$ cat src/rtl/ahb_pkg.sv
// AHB-Lite encodings and refill sequencer state shared by the I-cache refill path.
// Latency: n/a (types and constants only).
// Backpressure: n/a.
package ahb_pkg;

   // AHB HTRANS encodings. BUSY is listed for completeness; the refill master never drives it.
   typedef enum logic [1:0] {
      HTRANS_IDLE   = 2'b00,
      HTRANS_BUSY   = 2'b01,
      HTRANS_NONSEQ = 2'b10,
      HTRANS_SEQ    = 2'b11
   } trans_types_e;

   localparam logic [2:0] HBURST_SINGLE = 3'b000;
   localparam logic [2:0] HBURST_WRAP4  = 3'b010;
   localparam logic [2:0] HSIZE_WORD    = 3'b010;

   // Refill sequencer states.
   //   RF_ADDR  : NONSEQ address phase of beat 0, no data phase yet
   //   RF_BURST : SEQ address phases overlapping the previous beat's data phase
   //   RF_DRAIN : final outstanding data phase (last beat, or the beat that took an ERROR)
   //   RF_DONE  : line_valid cycle; behaves like IDLE for new requests
   typedef enum logic [2:0] {
      RF_IDLE,
      RF_ADDR,
      RF_BURST,
      RF_DRAIN,
      RF_DONE
   } refill_state_e;

endpackage

$ cat src/rtl/wrap_addr_gen.sv
// Wrapping-burst address/word-index generator for one cache line.
// Latency: combinational.
// Backpressure: none; the caller only advances 'beat' when the bus accepts.
// Ports: line_base (line-aligned address bits), w0 (critical word index), beat (beat number)
//        -> addr (byte address of that beat), word_idx (line word the beat belongs to).
module wrap_addr_gen #(
   parameter  int ADDR_W = 32,
   parameter  int BEATS  = 4,
   localparam int IDX_W  = $clog2(BEATS),
   localparam int BASE_W = ADDR_W - IDX_W - 2
) (
   input  logic [BASE_W-1:0] line_base,
   input  logic [IDX_W-1:0]  w0,
   input  logic [IDX_W-1:0]  beat,
   output logic [ADDR_W-1:0] addr,
   output logic [IDX_W-1:0]  word_idx
);

   // The sum truncates to IDX_W bits, which is exactly the wrap within the line.
   assign word_idx = w0 + beat;
   assign addr     = {line_base, word_idx, 2'b00};

endmodule

$ cat src/rtl/icache_refill_ctrl.sv
// I-cache refill master: one WRAP4 read burst per miss, critical word first, line presented with a valid pulse.
// Latency: zero-wait miss_req sampled at edge 0 -> NONSEQ cycle 1 -> line_valid cycle 6; +1 cycle per hready=0.
// Backpressure: hready=0 holds haddr/htrans/hburst and the data capture; miss_req outside IDLE/DONE is ignored.
// Ports: miss_req/miss_addr/miss_ack (request side), line_valid/line_addr/line_data/line_err (cache side),
//        crit_valid/crit_data (critical word forward), haddr/htrans/hwrite/hburst/hsize/hrdata/hready/hresp (AHB).
// Optional feature macro: CRIT_WORD_FWD_EN enables critical-word forwarding; otherwise crit_* tie to 0.
module icache_refill_ctrl
   import ahb_pkg::*;
#(
   parameter int ADDR_W = 32,
   parameter int DATA_W = 32,
   parameter int BEATS  = 4
) (
   input  logic                    clk,
   input  logic                    rstn,
   input  logic                    miss_req,
   input  logic [ADDR_W-1:0]       miss_addr,
   output logic                    miss_ack,
   output logic                    line_valid,
   output logic [ADDR_W-1:0]       line_addr,
   output logic [BEATS*DATA_W-1:0] line_data,
   output logic                    line_err,
   output logic                    crit_valid,
   output logic [DATA_W-1:0]       crit_data,
   output logic [ADDR_W-1:0]       haddr,
   output logic [1:0]              htrans,
   output logic                    hwrite,
   output logic [2:0]              hburst,
   output logic [2:0]              hsize,
   input  logic [DATA_W-1:0]       hrdata,
   input  logic                    hready,
   input  logic                    hresp
);

   localparam int IDX_W  = $clog2(BEATS);
   localparam int BASE_W = ADDR_W - IDX_W - 2;
   localparam logic [IDX_W-1:0] LAST_BEAT = IDX_W'(BEATS - 1);
   localparam logic [IDX_W-1:0] ONE_BEAT  = IDX_W'(1);

   refill_state_e           state_q, state_d;
   logic [IDX_W-1:0]        a_cnt_q, a_cnt_d;     // beat whose address phase is on the bus
   logic                    abort_q, abort_d;     // ERROR seen, waiting for its second cycle
   logic [BASE_W-1:0]       base_q, base_d;
   logic [IDX_W-1:0]        w0_q, w0_d;
   logic [ADDR_W-1:0]       haddr_q, haddr_d;
   trans_types_e            htrans_q, htrans_d;
   logic [2:0]              hburst_q, hburst_d;
   logic                    miss_ack_q, miss_ack_d;
   logic                    line_valid_q, line_valid_d;
   logic                    line_err_q, line_err_d;
   logic [ADDR_W-1:0]       line_addr_q, line_addr_d;
   logic [BEATS*DATA_W-1:0] line_data_q, line_data_d;

   logic                    cap_vld;              // a data beat completes this cycle
   logic [IDX_W-1:0]        a_nxt;
   logic [IDX_W-1:0]        d_beat;
   logic [ADDR_W-1:0]       nxt_addr;
   logic [IDX_W-1:0]        d_widx;
   logic [ADDR_W-1:0]       unused_daddr;
   logic [IDX_W-1:0]        unused_aidx;
   logic                    unused_lsb;

   assign unused_lsb = ^miss_addr[1:0];

   assign a_nxt = a_cnt_q + ONE_BEAT;
   // Data phase trails the address phase by one beat; in DRAIN only the last beat remains.
   assign d_beat = (state_q == RF_DRAIN) ? LAST_BEAT : (a_cnt_q - ONE_BEAT);

   wrap_addr_gen #(.ADDR_W(ADDR_W), .BEATS(BEATS)) u_addr_gen (
      .line_base (base_q),
      .w0        (w0_q),
      .beat      (a_nxt),
      .addr      (nxt_addr),
      .word_idx  (unused_aidx)
   );

   wrap_addr_gen #(.ADDR_W(ADDR_W), .BEATS(BEATS)) u_data_gen (
      .line_base (base_q),
      .w0        (w0_q),
      .beat      (d_beat),
      .addr      (unused_daddr),
      .word_idx  (d_widx)
   );

   always_comb begin
      state_d      = state_q;
      a_cnt_d      = a_cnt_q;
      abort_d      = abort_q;
      base_d       = base_q;
      w0_d         = w0_q;
      haddr_d      = haddr_q;
      htrans_d     = htrans_q;
      hburst_d     = hburst_q;
      line_addr_d  = line_addr_q;
      line_data_d  = line_data_q;
      miss_ack_d   = 1'b0;
      line_valid_d = 1'b0;
      line_err_d   = 1'b0;
      cap_vld      = 1'b0;

      case (state_q)
         RF_IDLE, RF_DONE: begin
            if (miss_req) begin
               state_d    = RF_ADDR;
               miss_ack_d = 1'b1;
               htrans_d   = HTRANS_NONSEQ;
               hburst_d   = HBURST_WRAP4;
               haddr_d    = {miss_addr[ADDR_W-1:2], 2'b00};
               base_d     = miss_addr[ADDR_W-1 -: BASE_W];
               w0_d       = miss_addr[2 +: IDX_W];
               a_cnt_d    = '0;
               abort_d    = 1'b0;
            end else begin
               state_d = RF_IDLE;
            end
         end

         RF_ADDR: begin
            // No data phase is outstanding yet, so only hready matters here.
            if (hready) begin
               state_d  = RF_BURST;
               a_cnt_d  = a_nxt;
               htrans_d = HTRANS_SEQ;
               haddr_d  = nxt_addr;
            end
         end

         RF_BURST: begin
            if (hresp && !hready) begin
               // First ERROR cycle: withdraw the pending SEQ so no further beats start.
               state_d  = RF_DRAIN;
               abort_d  = 1'b1;
               htrans_d = HTRANS_IDLE;
               hburst_d = HBURST_SINGLE;
            end else if (hready) begin
               cap_vld = 1'b1;
               if (a_cnt_q == LAST_BEAT) begin
                  state_d  = RF_DRAIN;
                  htrans_d = HTRANS_IDLE;
                  hburst_d = HBURST_SINGLE;
               end else begin
                  a_cnt_d = a_nxt;
                  haddr_d = nxt_addr;
               end
            end
         end

         RF_DRAIN: begin
            if (abort_q) begin
               if (hready) begin
                  state_d    = RF_IDLE;
                  line_err_d = 1'b1;
                  abort_d    = 1'b0;
               end
            end else if (hresp && !hready) begin
               abort_d = 1'b1;
            end else if (hready) begin
               cap_vld      = 1'b1;
               state_d      = RF_DONE;
               line_valid_d = 1'b1;
               line_addr_d  = {base_q, {(IDX_W + 2){1'b0}}};
            end
         end

         default: state_d = RF_IDLE;
      endcase

      if (cap_vld) begin
         line_data_d[d_widx*DATA_W +: DATA_W] = hrdata;
      end
   end

   always_ff @(posedge clk or negedge rstn) begin
      if (!rstn) begin
         state_q      <= RF_IDLE;
         a_cnt_q      <= '0;
         abort_q      <= 1'b0;
         base_q       <= '0;
         w0_q         <= '0;
         haddr_q      <= '0;
         htrans_q     <= HTRANS_IDLE;
         hburst_q     <= HBURST_SINGLE;
         miss_ack_q   <= 1'b0;
         line_valid_q <= 1'b0;
         line_err_q   <= 1'b0;
         line_addr_q  <= '0;
         line_data_q  <= '0;
      end else begin
         state_q      <= state_d;
         a_cnt_q      <= a_cnt_d;
         abort_q      <= abort_d;
         base_q       <= base_d;
         w0_q         <= w0_d;
         haddr_q      <= haddr_d;
         htrans_q     <= htrans_d;
         hburst_q     <= hburst_d;
         miss_ack_q   <= miss_ack_d;
         line_valid_q <= line_valid_d;
         line_err_q   <= line_err_d;
         line_addr_q  <= line_addr_d;
         line_data_q  <= line_data_d;
      end
   end

`ifdef CRIT_WORD_FWD_EN
   logic              crit_valid_q, crit_valid_d;
   logic [DATA_W-1:0] crit_data_q, crit_data_d;

   // Beat 0 is always the critical word; an ERROR on it never sets cap_vld.
   always_comb begin
      crit_valid_d = cap_vld && (d_beat == '0);
      crit_data_d  = crit_valid_d ? hrdata : crit_data_q;
   end

   always_ff @(posedge clk or negedge rstn) begin
      if (!rstn) begin
         crit_valid_q <= 1'b0;
         crit_data_q  <= '0;
      end else begin
         crit_valid_q <= crit_valid_d;
         crit_data_q  <= crit_data_d;
      end
   end

   assign crit_valid = crit_valid_q;
   assign crit_data  = crit_data_q;
`else
   assign crit_valid = 1'b0;
   assign crit_data  = '0;
`endif

   assign miss_ack   = miss_ack_q;
   assign line_valid = line_valid_q;
   assign line_err   = line_err_q;
   assign line_addr  = line_addr_q;
   assign line_data  = line_data_q;
   assign haddr      = haddr_q;
   assign htrans     = htrans_q;
   assign hburst     = hburst_q;
   assign hsize      = HSIZE_WORD;
   assign hwrite     = 1'b0;

endmodule

$ cat config.mk
export PLATFORM = sky130hd
export DESIGN_NAME = icache_refill_ctrl
export DESIGN_NICKNAME = d
export VERILOG_FILES = /design/src/rtl/ahb_pkg.sv /design/src/rtl/wrap_addr_gen.sv /design/src/rtl/icache_refill_ctrl.sv
export SDC_FILE = /design/constraint.sdc
export NUM_CORES = 1
export LEC_CHECK = 0
export CORE_ASPECT_RATIO = 1.5
export CORE_MARGIN = 2
export CORE_UTILIZATION = 40
export CTS_CLUSTER_SIZE = 16
export DETAILED_ROUTE_END_ITERATION = 10
export PLACE_DENSITY = 0.69
export SYNTH_ARGS = -nofsm -noshare
export SYNTH_HDL_FRONTEND = slang
export SYNTH_HIERARCHICAL = 1
export SYNTH_SLANG_ARGS = --single-unit
$ cat constraint.sdc
create_clock -name clk -period 6.3 [get_ports clk]
set_input_delay 1.26 -clock clk [delete_from_list [all_inputs] [get_ports clk]]
set_output_delay 1.26 -clock clk [all_outputs]
set_load 0.02 [all_outputs]
Yosys cells after proc, flatten, opt, wreduce, memory -nomap -nowiden
Cells that the tools add are included.
Widths: inputs -> output; s select.
- word-level logic and storage cells: 102
- bits of input ports: 69
- flip-flop bits (word level): 232
- output and inout bits: 237
- reductions and logical operators: 14
- eq/ne operators: 16
- $add $sub $neg: 5
- muxes and demuxes: 50
- shift operators: 2
- bitwise operators: 2
- operators by type and width (cell ; number):
    $mux 32 ; 5
    $bwmux 128 ; 1
    $shift 32x34->128 const A ; 1
    $shiftx 32x34->128 ; 1
    $pmux 32 s3 ; 1
    $mux 3 ; 12
    $neg 7->34 ; 1
    $mux 2 ; 11
    $mux 1 ; 14
    $ne 2x2->1 const B ; 6
    $ne 3x3->1 const B ; 4
    $pmux 2 s3 ; 2
    $pmux 3 s4 ; 1
    $reduce_and 6->1 ; 2
    $reduce_and 4->1 ; 2
    $eq 3x2->1 const B ; 2
    $pmux 3 s2 ; 1
    $reduce_bool 3->1 ; 2
    $reduce_and 5->1 ; 1
    $add 2x2->2 ; 2
    $eq 3x1->1 const B ; 1
    $eq 3x3->1 const B ; 1
    $logic_not 3->1 ; 1
    $ne 3x2->1 const B ; 1
    other kinds (12) ; 13

Longest topological paths before layout
- depth in word-level cells: 6
- mapped depth: 13
- gate-level depth less buffers: 10

Modules after synthesis
The synthesis kept the hierarchy.
- by module, submodules not included (module ; times used ; area each (sq um) ; cells each ; sequential area each (sq um)):
    icache_refill_ctrl ; 1 ; 9945.8 ; 897 ; 5755.5
    wrap_addr_gen ; 2 ; 280.3 ; 35 ; 0.0

Least setup slack after synthesis
OpenSTA, ideal clock, no wires.
- path type: flip-flop to flip-flop
- start: register state_q[1]
- end: register line_data_q[34], in the netlist line_data[34]
- clock period less this slack: 2697 ps
- stages on the path, launching flop included: 13
- required time: 6216 ps
- slack: 3603 ps
- library setup time: 84 ps
- path buffers: 2
- arrival: 2613 ps
- cell sequence: dfrtp_1 nor2b_1 nand2_1 nand2_1 ha_1 xor3_1 buf_4 inv_1 ha_1 nor3b_1 clkbuf_1 nand2_1 o21ai_0
- word-level cells in the longest chain between the ends: 6
- elaborated cells between the ends (all ways): 9
- those cells by class: add/sub: 2; eq/ne: 2; shift: 2; mux: 3
- RTL lines (item ; RTL line ; RTL):
    start, declared ; icache_refill_ctrl.sv:40 ; refill_state_e state_q, state_d;
    start signal, assigned ; icache_refill_ctrl.sv:189 ; state_q <= state_d;
    $eq 3x2->1 * ; icache_refill_ctrl.sv:67 ; assign d_beat = (state_q == RF_DRAIN) ? LAST_BEAT : (a_cnt_q - ONE_BEAT);
    $mux 2 * ; icache_refill_ctrl.sv:67 ;
    net d_beat[0] ; icache_refill_ctrl.sv:56 ; logic [IDX_W-1:0] d_beat;
    $add 2x2->2 * ; wrap_addr_gen.sv:20 ; assign word_idx = w0 + beat;
    net unused_daddr[3] ; icache_refill_ctrl.sv:59 ; logic [ADDR_W-1:0] unused_daddr;
    $neg 7->34 * ; icache_refill_ctrl.sv:169 ; line_data_d[d_widx*DATA_W +: DATA_W] = hrdata;
    $shiftx 32x34->128 / $shift 32x34->128 (equally long branches) ; icache_refill_ctrl.sv:169 ;
    $bwmux 128 * ; icache_refill_ctrl.sv:169 ;
    end signal, assigned ; icache_refill_ctrl.sv:201 ; line_data_q <= line_data_d;
    end, declared ; icache_refill_ctrl.sv:52 ; logic [BEATS*DATA_W-1:0] line_data_q, line_data_d;
The timed path passes the listed nets; every way through them passes the cells marked *.
A chain may end at the register's enable or synchronous reset.

Worst setup path in the final report
- start: register state_q[1]
- end: register line_data_q[44], in the netlist line_data[44]
The elaborated chain is that of the path after synthesis.

==> impl_metrics.py <==
metrics = {
    "power_and_ir_drop": {
        "p_comb_share_pct": 49.9,
        "switching_share_pct": 39.5,
        "p_switching_w": 0.00305,
        "p_leak_nw": 5.84,
        "clock_power_share_pct": 19.3,
        "powerDensity_mw_per_mm2": 570,
        "intPower_w": 0.00468,
        "vdd_ir_drop_max_uv": 343,
        "seqPwrFrac_pct": 30.8,
    },
    "worst_setup_path": {
        "start_kind": "flop",
        "cp.required_ns": 6.71,
        "crit_top_cell": "nand2_1",
        "worstSetupPathType": "reg -> reg",
        "crit_path_end_kind": "flop",
        "critPathBufInv": 2,
        "worstPathCellList": "nor2b_1 > nand2_1 > nand2_1 > ha_1 > xor3_1 > inv_1 > ha_1 > nor3b_2 > buf_4 > nand2_1 > o21ai_0",
        "cp.depth": 11,
        "ff2ff_path_depth": 11,
        "arrival_ns": 3.86,
        "crit_fanout": 22,
        "slowest_delay_ns": 0.66,
        "crit_slowest_cell": "nor3b_2",
        "reg2reg_slack_ns": 2.85,
        "cp_top_family": "simple AND/OR/NAND/NOR gates",
    },
    "placed_design": {
        "dp_hpwl_um": 17100,
        "portBuffers": 260,
        "placed_cells": 1445,
        "gp_congestion": 0.781,
    },
    "clock_network": {
        "clkLatencyLatePin_ns": 0.50,
        "cts_max_level": 1,
        "cts_resized": 0,
        "cts_buffer_depth": 3,
        "postCtsSetupRepairBufs": 0,
        "cts_root_buffer": "clkbuf_16",
        "cts.sinks": 230,
        "cts_hold_buf": 0,
        "cts_tree": "yes",
        "clkTransAtPathRegs_ns": 0.06,
        "cts_made_buffers": 23,
    },
    "sta": {
        "hold_violations": 0,
        "period_minus_slack_ns": 3.45,
        "setup_viol": 0,
        "rsz0062_at_grt": "no",
        "report.final.slew_viol_count": 0,
        "finClkSkew_ns": 0.00791,
        "timing.final.crit_share_pct": 54.7,
        "worst_slew_pin_slew_ns": 1.08,
        "timing.fmax_mhz": 290,
        "fin_tns_setup_ns": 0,
        "relSlewSlack_pct": 27.9,
    },
    "global_routing": {
        "grt_pass1_vias": 7188,
        "grt_overflow": 0,
        "antenna_found_initial": 0,
        "grt_first_pass_wirelength_um": 40500,
        "track_usage_pct": 18.6,
        "grt_max_degree": 119,
    },
    "flow_run": {
        "maxCapViolCount": 0,
    },
    "floorplan": {
        "initial_core_util_pct": 40.8,
        "core_mm2": 0.0251,
        "die-area_mm2": 0.0270,
        "die_h_um": 200,
        "fp.dieW_um": 135,
        "ios": 306,
        "num_rows": 71,
    },
    "route": {
        "drc_errors": 0,
        "wl_per_cell_um": 17.1,
        "firstDrtPassIters": 4,
        "initialDrtViolationCount": 275,
        "num_vias": 7116,
        "via_per_inst": 4.80,
        "routed_wl_um": 25300,
        "antenna_left": 0,
    },
    "finish": {
        "syn_to_final_growth_pct": 32.1,
        "diodes": 0,
        "fin_cells": 1484,
        "num-nets-final": 1219,
        "finish.utilization_pct": 53.9,
        "drive_gt1_share_pct": 14.6,
    },
    "min_path": {
        "min_path_cells": 2,
        "hp-class": "reg -> reg",
    },
    "yosys": {
        "syn_inst": 934,
        "syn_area_per_cell_um2": 11.0,
        "syn_area_mm2": 0.0103,
        "yosys_warnings": 6,
    },
    "status": {
        "outcome": "finished clean",
    },
}
-- final timing paths --
check                               from            end
setup / recovery              state_q[1]  line_data[44]
hold / removal             line_data[63]  line_data[63]
setup reg to reg              state_q[1]  line_data[44]
hold reg to reg            line_data[63]  line_data[63]
max in group asynchronous           rstn   line_addr[9]
min in group asynchronous           rstn  line_data[68]
-- stage by stage --
step	hold WS, ns	setup WS, ns	cell area (um^2)	total power (W)
after global routing	0.507	2.59	13600	0.00820
after CTS	0.484	2.79	13600	0.00783
after floorplan	0.484	3.60	10400	0.00489
after global placement	0.460	2.54	12700	0.00624
after detailed placement	0.469	2.52	12700	0.00631
final	0.479	2.85	13600	0.00773
-- flip-flops by register name (all words and copies together), names as in the netlist --
register and cells:
haddr 32, w0_q 2, line_err 1, line_valid 1, htrans 2, abort_q 1
base_q 28, line_addr 28, state_q 3, line_data 128, miss_ack 1, hburst 1
a_cnt_q 2
-- placed cells by master, fill, tap and decap left out, drive strengths merged, types with 3 or more instances in the layout --
cell and instances:
clkdlybuf4s50 259, dfrtp 230, o21ai 131, mux2 118, inv 105, nand3 98, nand2 73, conb 45
clkbuf 33, buf 11, ha 8, mux2i 5, bufinv 4, and3 4, nand2b 4, nor2b 3
nor3b 3, a21oi 3, nor3 3
-- metal layers --
metal	GRT usage (%)	vias to the layer above	routed length, um
li1	-	3371	-
met1	22.7	3470	10300
met2	32.6	231	12600
met3	4.76	44	1820
met4	4.89	0	531
met5	0	-	0
-- worst register-to-register path: stages, from the launching register on --
cell	delay [ns]
dfrtp_1	0.47
nor2b_1	0.19
nand2_1	0.18
nand2_1	0.09
ha_1	0.18
xor3_1	0.45
inv_1	0.10
ha_1	0.36
nor3b_2	0.66
buf_4	0.41
nand2_1	0.10
o21ai_0	0.18
-- power by group through the flow --
stage,Clock (W),Combinational (W),Sequential (W)
finish,0.00149,0.00386,0.00238
detailed placement,0,0.00391,0.00240
floorplan,0,0.00200,0.00289
global route,0.00158,0.00416,0.00246
global placement,0,0.00386,0.00238
CTS,0.00152,0.00392,0.00239
-- cell type report --
cell class	instances	area (um^2)
clock buffers	33	693
clock inverters	6	130
fillers	2232	11600
inverters	105	394
multi-input cells	512	3480
flip-flops and latches	230	5760
well taps	328	410
repair buffers	270	2700
No activity file was read; power rests on OpenSTA's default activity.
